**src/rtl/instr_buffer.sv**
```systemverilog
// -----------------------------------------------------------------------------
// instr_buffer
//   Dual-slot instruction FIFO between the IF2 fetch stage and decode. Each
//   cycle it accepts 0-2 fetched instructions and presents up to two, oldest
//   first, to decode. Each entry is {PC, instr, brtype/pc-predict, ecode}
//   (32+32+34+8 = 106 bits).
//
//   Optional feature: define IBUF_PERF_CNT_EN to add o_full_cycles, a wrapping
//   32-bit count of cycles spent with o_full asserted outside reset.
//
// Ports
//   clk, rstn            clock; synchronous active-low reset
//   flush_BR             branch-mispredict flush, empties the buffer
//   i_is_valid[1:0]      [0]=slot1 valid, [1]=slot2 valid
//   i_PC*/i_instr*/i_brtype_pcpre_*/i_ecode_*   incoming slot fields
//   i_stall_dec          decode cannot accept this cycle
//   o_full               fewer than 2 free entries (stalls fetch)
//   o_valid[1:0]         [0]=head valid, [1]=head+1 valid
//   o_PC*/o_instr*/o_brtype_pcpre_*/o_ecode_*   head / head+1 entry fields
//   o_full_cycles        (IBUF_PERF_CNT_EN only) full-cycle counter
//
// Handshake: an output entry is consumed on a cycle where its o_valid bit is
// set and i_stall_dec is low; decode always takes every valid entry at once.
// An input slot is accepted on a cycle where its i_is_valid bit is set and
// o_full is low; upstream is expected to hold off while o_full is high.
// -----------------------------------------------------------------------------
module instr_buffer #(
  parameter  int DEPTH = 16,
  localparam int PTR_W = $clog2(DEPTH)
) (
  input  logic        clk,
  input  logic        rstn,
  input  logic        flush_BR,
  input  logic [1:0]  i_is_valid,
  input  logic [31:0] i_PC1,
  input  logic [31:0] i_PC2,
  input  logic [31:0] i_instr1,
  input  logic [31:0] i_instr2,
  input  logic [33:0] i_brtype_pcpre_1,
  input  logic [33:0] i_brtype_pcpre_2,
  input  logic [7:0]  i_ecode_1,
  input  logic [7:0]  i_ecode_2,
  input  logic        i_stall_dec,
  output logic        o_full,
  output logic [1:0]  o_valid,
  output logic [31:0] o_PC1,
  output logic [31:0] o_PC2,
  output logic [31:0] o_instr1,
  output logic [31:0] o_instr2,
  output logic [33:0] o_brtype_pcpre_1,
  output logic [33:0] o_brtype_pcpre_2,
  output logic [7:0]  o_ecode_1,
  output logic [7:0]  o_ecode_2
`ifdef IBUF_PERF_CNT_EN
  ,
  output logic [31:0] o_full_cycles
`endif
);

  localparam int ENTRY_W = 106;
  localparam logic [PTR_W:0] FULL_THR = (PTR_W+1)'(DEPTH - 2);
  localparam logic [PTR_W:0] CNT_ONE  = (PTR_W+1)'(1);
  localparam logic [PTR_W:0] CNT_TWO  = (PTR_W+1)'(2);

  // Storage is deliberately not reset; o_valid masks stale contents.
  logic [ENTRY_W-1:0] mem_q [DEPTH];

  logic [PTR_W-1:0] rd_ptr_q, rd_ptr_d;
  logic [PTR_W-1:0] wr_ptr_q, wr_ptr_d;
  logic [PTR_W:0]   count_q,  count_d;

  logic [PTR_W-1:0]   rd_ptr_p1;
  logic [PTR_W-1:0]   wr_ptr_p1;
  logic               full;
  logic               valid_lo;
  logic               valid_hi;
  logic [1:0]         n_pop;
  logic [1:0]         n_push;
  logic               we0;
  logic               we1;
  logic [ENTRY_W-1:0] slot1_w;
  logic [ENTRY_W-1:0] slot2_w;
  logic [ENTRY_W-1:0] wdata0;

  assign slot1_w = {i_PC1, i_instr1, i_brtype_pcpre_1, i_ecode_1};
  assign slot2_w = {i_PC2, i_instr2, i_brtype_pcpre_2, i_ecode_2};

  always_comb begin
    rd_ptr_p1 = rd_ptr_q + PTR_W'(1);
    wr_ptr_p1 = wr_ptr_q + PTR_W'(1);
    full      = (count_q > FULL_THR);
    valid_lo  = (count_q >= CNT_ONE);
    valid_hi  = (count_q >= CNT_TWO);

    // Pop is decided from pre-push occupancy: no same-cycle bypass.
    n_pop = 2'd0;
    if (!i_stall_dec) begin
      n_pop = valid_hi ? 2'd2 : (valid_lo ? 2'd1 : 2'd0);
    end

    // A lone slot (either slot1 or slot2) always lands at wr_ptr so the
    // stored order stays dense.
    n_push = 2'd0;
    we0    = 1'b0;
    we1    = 1'b0;
    wdata0 = i_is_valid[0] ? slot1_w : slot2_w;
    if (!full && !flush_BR) begin
      case (i_is_valid)
        2'b11: begin n_push = 2'd2; we0 = 1'b1; we1 = 1'b1; end
        2'b01,
        2'b10: begin n_push = 2'd1; we0 = 1'b1; end
        default: ;
      endcase
    end

    rd_ptr_d = rd_ptr_q + PTR_W'(n_pop);
    wr_ptr_d = wr_ptr_q + PTR_W'(n_push);
    count_d  = count_q + (PTR_W+1)'(n_push) - (PTR_W+1)'(n_pop);

    // Flush wins over any concurrent push or pop.
    if (flush_BR) begin
      rd_ptr_d = '0;
      wr_ptr_d = '0;
      count_d  = '0;
    end
  end

  always_ff @(posedge clk) begin
    if (!rstn) begin
      rd_ptr_q <= '0;
      wr_ptr_q <= '0;
      count_q  <= '0;
    end else begin
      rd_ptr_q <= rd_ptr_d;
      wr_ptr_q <= wr_ptr_d;
      count_q  <= count_d;
    end
  end

  always_ff @(posedge clk) begin
    if (rstn && we0) mem_q[wr_ptr_q]  <= wdata0;
    if (rstn && we1) mem_q[wr_ptr_p1] <= slot2_w;
  end

  assign o_full  = full;
  assign o_valid = {valid_hi, valid_lo};
  assign {o_PC1, o_instr1, o_brtype_pcpre_1, o_ecode_1} = mem_q[rd_ptr_q];
  assign {o_PC2, o_instr2, o_brtype_pcpre_2, o_ecode_2} = mem_q[rd_ptr_p1];

`ifdef IBUF_PERF_CNT_EN
  logic [31:0] full_cycles_q, full_cycles_d;

  // Survives flush_BR; only reset clears it.
  always_comb begin
    full_cycles_d = full_cycles_q;
    if (full) full_cycles_d = full_cycles_q + 32'd1;
  end

  always_ff @(posedge clk) begin
    if (!rstn) full_cycles_q <= '0;
    else       full_cycles_q <= full_cycles_d;
  end

  assign o_full_cycles = full_cycles_q;
`endif

endmodule

```
**config.mk**
```make
export PLATFORM = sky130hd
export DESIGN_NAME = instr_buffer
export DESIGN_NICKNAME = d
export VERILOG_FILES = /design/src/rtl/instr_buffer.sv
export SDC_FILE = /design/constraint.sdc
export NUM_CORES = 2
export LEC_CHECK = 0
export CAP_MARGIN = 5
export CORE_ASPECT_RATIO = 0.75
export CORE_MARGIN = 1.5
export CORE_UTILIZATION = 50
export CTS_BUF_LIST = sky130_fd_sc_hd__clkbuf_4
export DETAILED_ROUTE_END_ITERATION = 8
export GPL_TIMING_DRIVEN = 0
export PLACE_DENSITY = 0.68
export SYNTH_ARGS = -nofsm -noshare
export SYNTH_HDL_FRONTEND = slang
export SYNTH_SLANG_ARGS = --single-unit
```
**constraint.sdc**
```tcl
create_clock -name clk -period 18.5 [get_ports clk]
set_clock_uncertainty 0.15 [all_clocks]
set_input_delay 1.85 -clock clk [delete_from_list [all_inputs] [get_ports clk]]
set_output_delay 1.85 -clock clk [all_outputs]
set_load 0.1 [all_outputs]
```
==> results.cfg <==
[outcome]
outcome = finished, violations left
failed_checks = design-rule violations, max-capacitance violations, max-slew violations

[setup_path]
end_kind = output port
worst-setup-path-type = reg -> out
path_max_fanout = 10
reg2reg_from = count_q[4]
worstPathArrival_ns = 7.00
cp-start-kind = register
cp_slowest_cell = clkdlybuf4s50_1
r2r.worst_path.cells = 11
cp_data_required_time_ns = 16.50
cpPeakStageDelay_ns = 1.18
reg2reg_slack_ns = 13.17
crit_top_cell = clkbuf_1
worst_r2r_endpoint = mem_q[6][63]
worstPathCellList = ha_1 -> nand2_1 -> a21oi_2 -> buf_8 -> clkbuf_1 -> clkbuf_1 -> o21ai_0 -> nand3_1 -> clkdlybuf4s50_1

[timing]
finalSetupViolCount = 0
grt_setup_unrepaired = no
tightest_slew_ns = 1.578
fmax_mhz = 111.2
hold_viol = 0
period_share_pct = 48.63
slew_viol_final = 11
fin_crit_ns = 8.997
relSlewSlack_pct = -5.224

[logic_synthesis]
synthXorXnorAreaFrac_pct = 0.05312
post_synth_num_cell_types = 48
synthAdderAreaFrac_pct = 0.2960
synth_top_family_by_area = multiplexers
synth-edff-count = 1696
synth_area_um2 = 98930
ys.warnings.count = 0
synth_compound_area_share_pct = 6.955
yosysSeqAreaShare_pct = 51.74
ys_async_sr_fraction_pct = 0
ys_top_cells_by_count = 1696 x edfxtp_1, 1161 x mux2_2, 848 x mux4_2, 652 x nor2_1, 647 x a21oi_1
muxShareOfSynthArea_pct = 33.65
syn_nets = 7046
synth_cells = 6807
netlist_top_cells_area = edfxtp_1 51%, mux4_2 19%, mux2_2 13%
synthSimpleGateAreaFrac_pct = 3.837
synth-main-ff-cell = edfxtp_1
syn_area_per_cell_um2 = 14.53
ys_ff_latch = 1709
yosysTopAreaCell = edfxtp_1
post-synth-top-count-cell = edfxtp_1
synth_top_area_share_pct = 51.48

[grt]
grt_use_total_pct = 39.02
grt-ovfl-total = 0
antenna_found_initial = 50
first_global_vias = 74193
grt_pass1_wl_mm = 549.5
grt_max_degree = 26

[drt]
drt-vias-per-instance = 7.172
via_count = 77060
drt_iter0_drc = 13648
routedWlPerCell_um = 37.04
ant_nets = 0
dr.pass1.iters = 9
drc = 3
totalWireLength_mm = 397.9

[clock_network]
post_cts_resized = 0
cts_hold_buf = 0
postCtsSetupRepairBufs = 0
path_clk_slew_ns = 0.06
h-tree-depth = 5
cts_tree = built
insertion_delay_ns = 1.44
cts.sinks = 1709
ctsRootBufferMaster = clkbuf_4
cts_made_buffers = 450
clock_path_buffers = 4

[final_layout]
layout.nets = 7963
drive_gt1_share_pct = 38.37
finalCoreUtilization_pct = 57.83
area_growth_pct = 14.98
stdcell_area_um2 = 113800

[floorplan]
core-area_um2 = 196700
io_pins = 433
die_w_um = 516.6
initial_core_util_pct = 50.29
fp.dieH_um = 388.2
fp-row-count = 141
fp.dieArea_um2 = 200600

[place]
place.gp.congestion = 0.9453
hpwlAfterDp_mm = 273.6
placed_area_um2 = 108200
io_buffers = 326

[power_and_ir_drop]
power_leakage_nw = 36.98
p_per_area_nw_per_um2 = 89.00
total_power_mw = 10.12
ir_worst_vdd_v = 0.00009066

[flow_run]
maxCapViolCount = 2

[hold_path]
min_path_type = reg -> reg
hold_depth = 2
min-delay-start = wr_ptr_q[3]
holdPathEnd = wr_ptr_q[3]
## metal layers
metal,GRT usage (%),part of all wire [%]
met1,51.68,35
met2,52.80,41
met3,17.10,17
met4,23.00,6.8
met5,0.6969,0.18
## cell type report
cell class,count,area [um2]
fillers,15591,82960
flip-flops and latches,1709,51190
multi-input cells,4279,44490
repair buffers,465,5798
clock buffers,640,4805
plain buffers,806,3402
well taps,2645,3309
clock inverters,120,544.3
diodes,67,167.7
inverters,13,48.80
## cell families (layout without fill, tap and decap cells)
| family | after synthesis | count (layout) |
|---|---|---|
| multiplexers | 2120 | 2120 |
| flip-flops | 1709 | 1709 |
| AO/OA/AOI/OAI | 1202 | 1202 |
| AND/OR/NAND/NOR | 930 | 930 |
| buffers and inverters | 819 | 2044 |
| adder cells (fa/ha/maj) | 21 | 21 |
| XOR/XNOR | 6 | 6 |
| other | 0 | 67 |
## cell usage in the layout (no fill, tap or decap), types with 19 or more instances in the layout
cell type           n
o21ai_0           214
nand3_1           107
clkbuf_2           19
mux2i_1           106
mux2_2           1161
buf_12             57
edfxtp_1         1696
nor2_1            649
nand2_1           122
buf_16             25
clkbuf_1          425
clkinv_1          102
buf_1             134
a22oi_1           317
buf_2             207
mux4_2            848
diode_2            67
clkbuf_4          640
a21oi_1           643
buf_6              42
clkdlybuf4s50_1   326
## flip-flops by register name, indices dropped and copies added, names as in the netlist
signal    flops
count_q       5
rd_ptr_q      4
mem_q      1696
wr_ptr_q      4
## per-stage QoR
| stage | TNS [ns] | setup slack (ns) | hold WS, ns | std cells |
|---|---|---|---|---|
| 6_report | 0 | 9.503 | 0.4212 | 10744 |
| 5_1_grt | 0 | 9.539 | 0.4362 | 10722 |
| 4_1_cts | 0 | 9.637 | 0.4217 | 10673 |
| 3_5_place_dp | 0 | 11.06 | 0.4006 | 9913 |
| 3_3_place_gp | -5529.61 | -6.937 | 0.3924 | 9778 |
| 2_1_floorplan | 0 | 6.827 | 0.3694 | 6807 |
## worst max path at each step
stage / from / to / slack (ns) / cells after the start
after floorplan: i_is_valid[0] / mem_q[14][0] / 6.83 / 9
after global placement: i_is_valid[0] / mem_q[14][39] / -6.94 / 10
after detailed placement: i_is_valid[0] / mem_q[0][89] / 11.06 / 13
after CTS: rd_ptr_q[1] / o_ecode_2[7] / 9.64 / 8
after global routing: rd_ptr_q[1] / o_instr2[22] / 9.54 / 9
final: rd_ptr_q[1] / o_instr2[24] / 9.50 / 9
## critical path, delay by kind of cell, from the launching register on
kind	cells	cell delay (ns)
flops	1	0.45
fa+ha+maj	1	0.35
buf+inv	4	3.47
simple gates	2	0.35
compound gates	2	0.93
## report_power, final
group / switching [mW] / internal, mW / total, mW
combinational: 1.63 / 0.830 / 2.46
clock: 1.71 / 1.62 / 3.32
sequential: 0.0187 / 4.33 / 4.35
(Power assumes the default switching activity.)
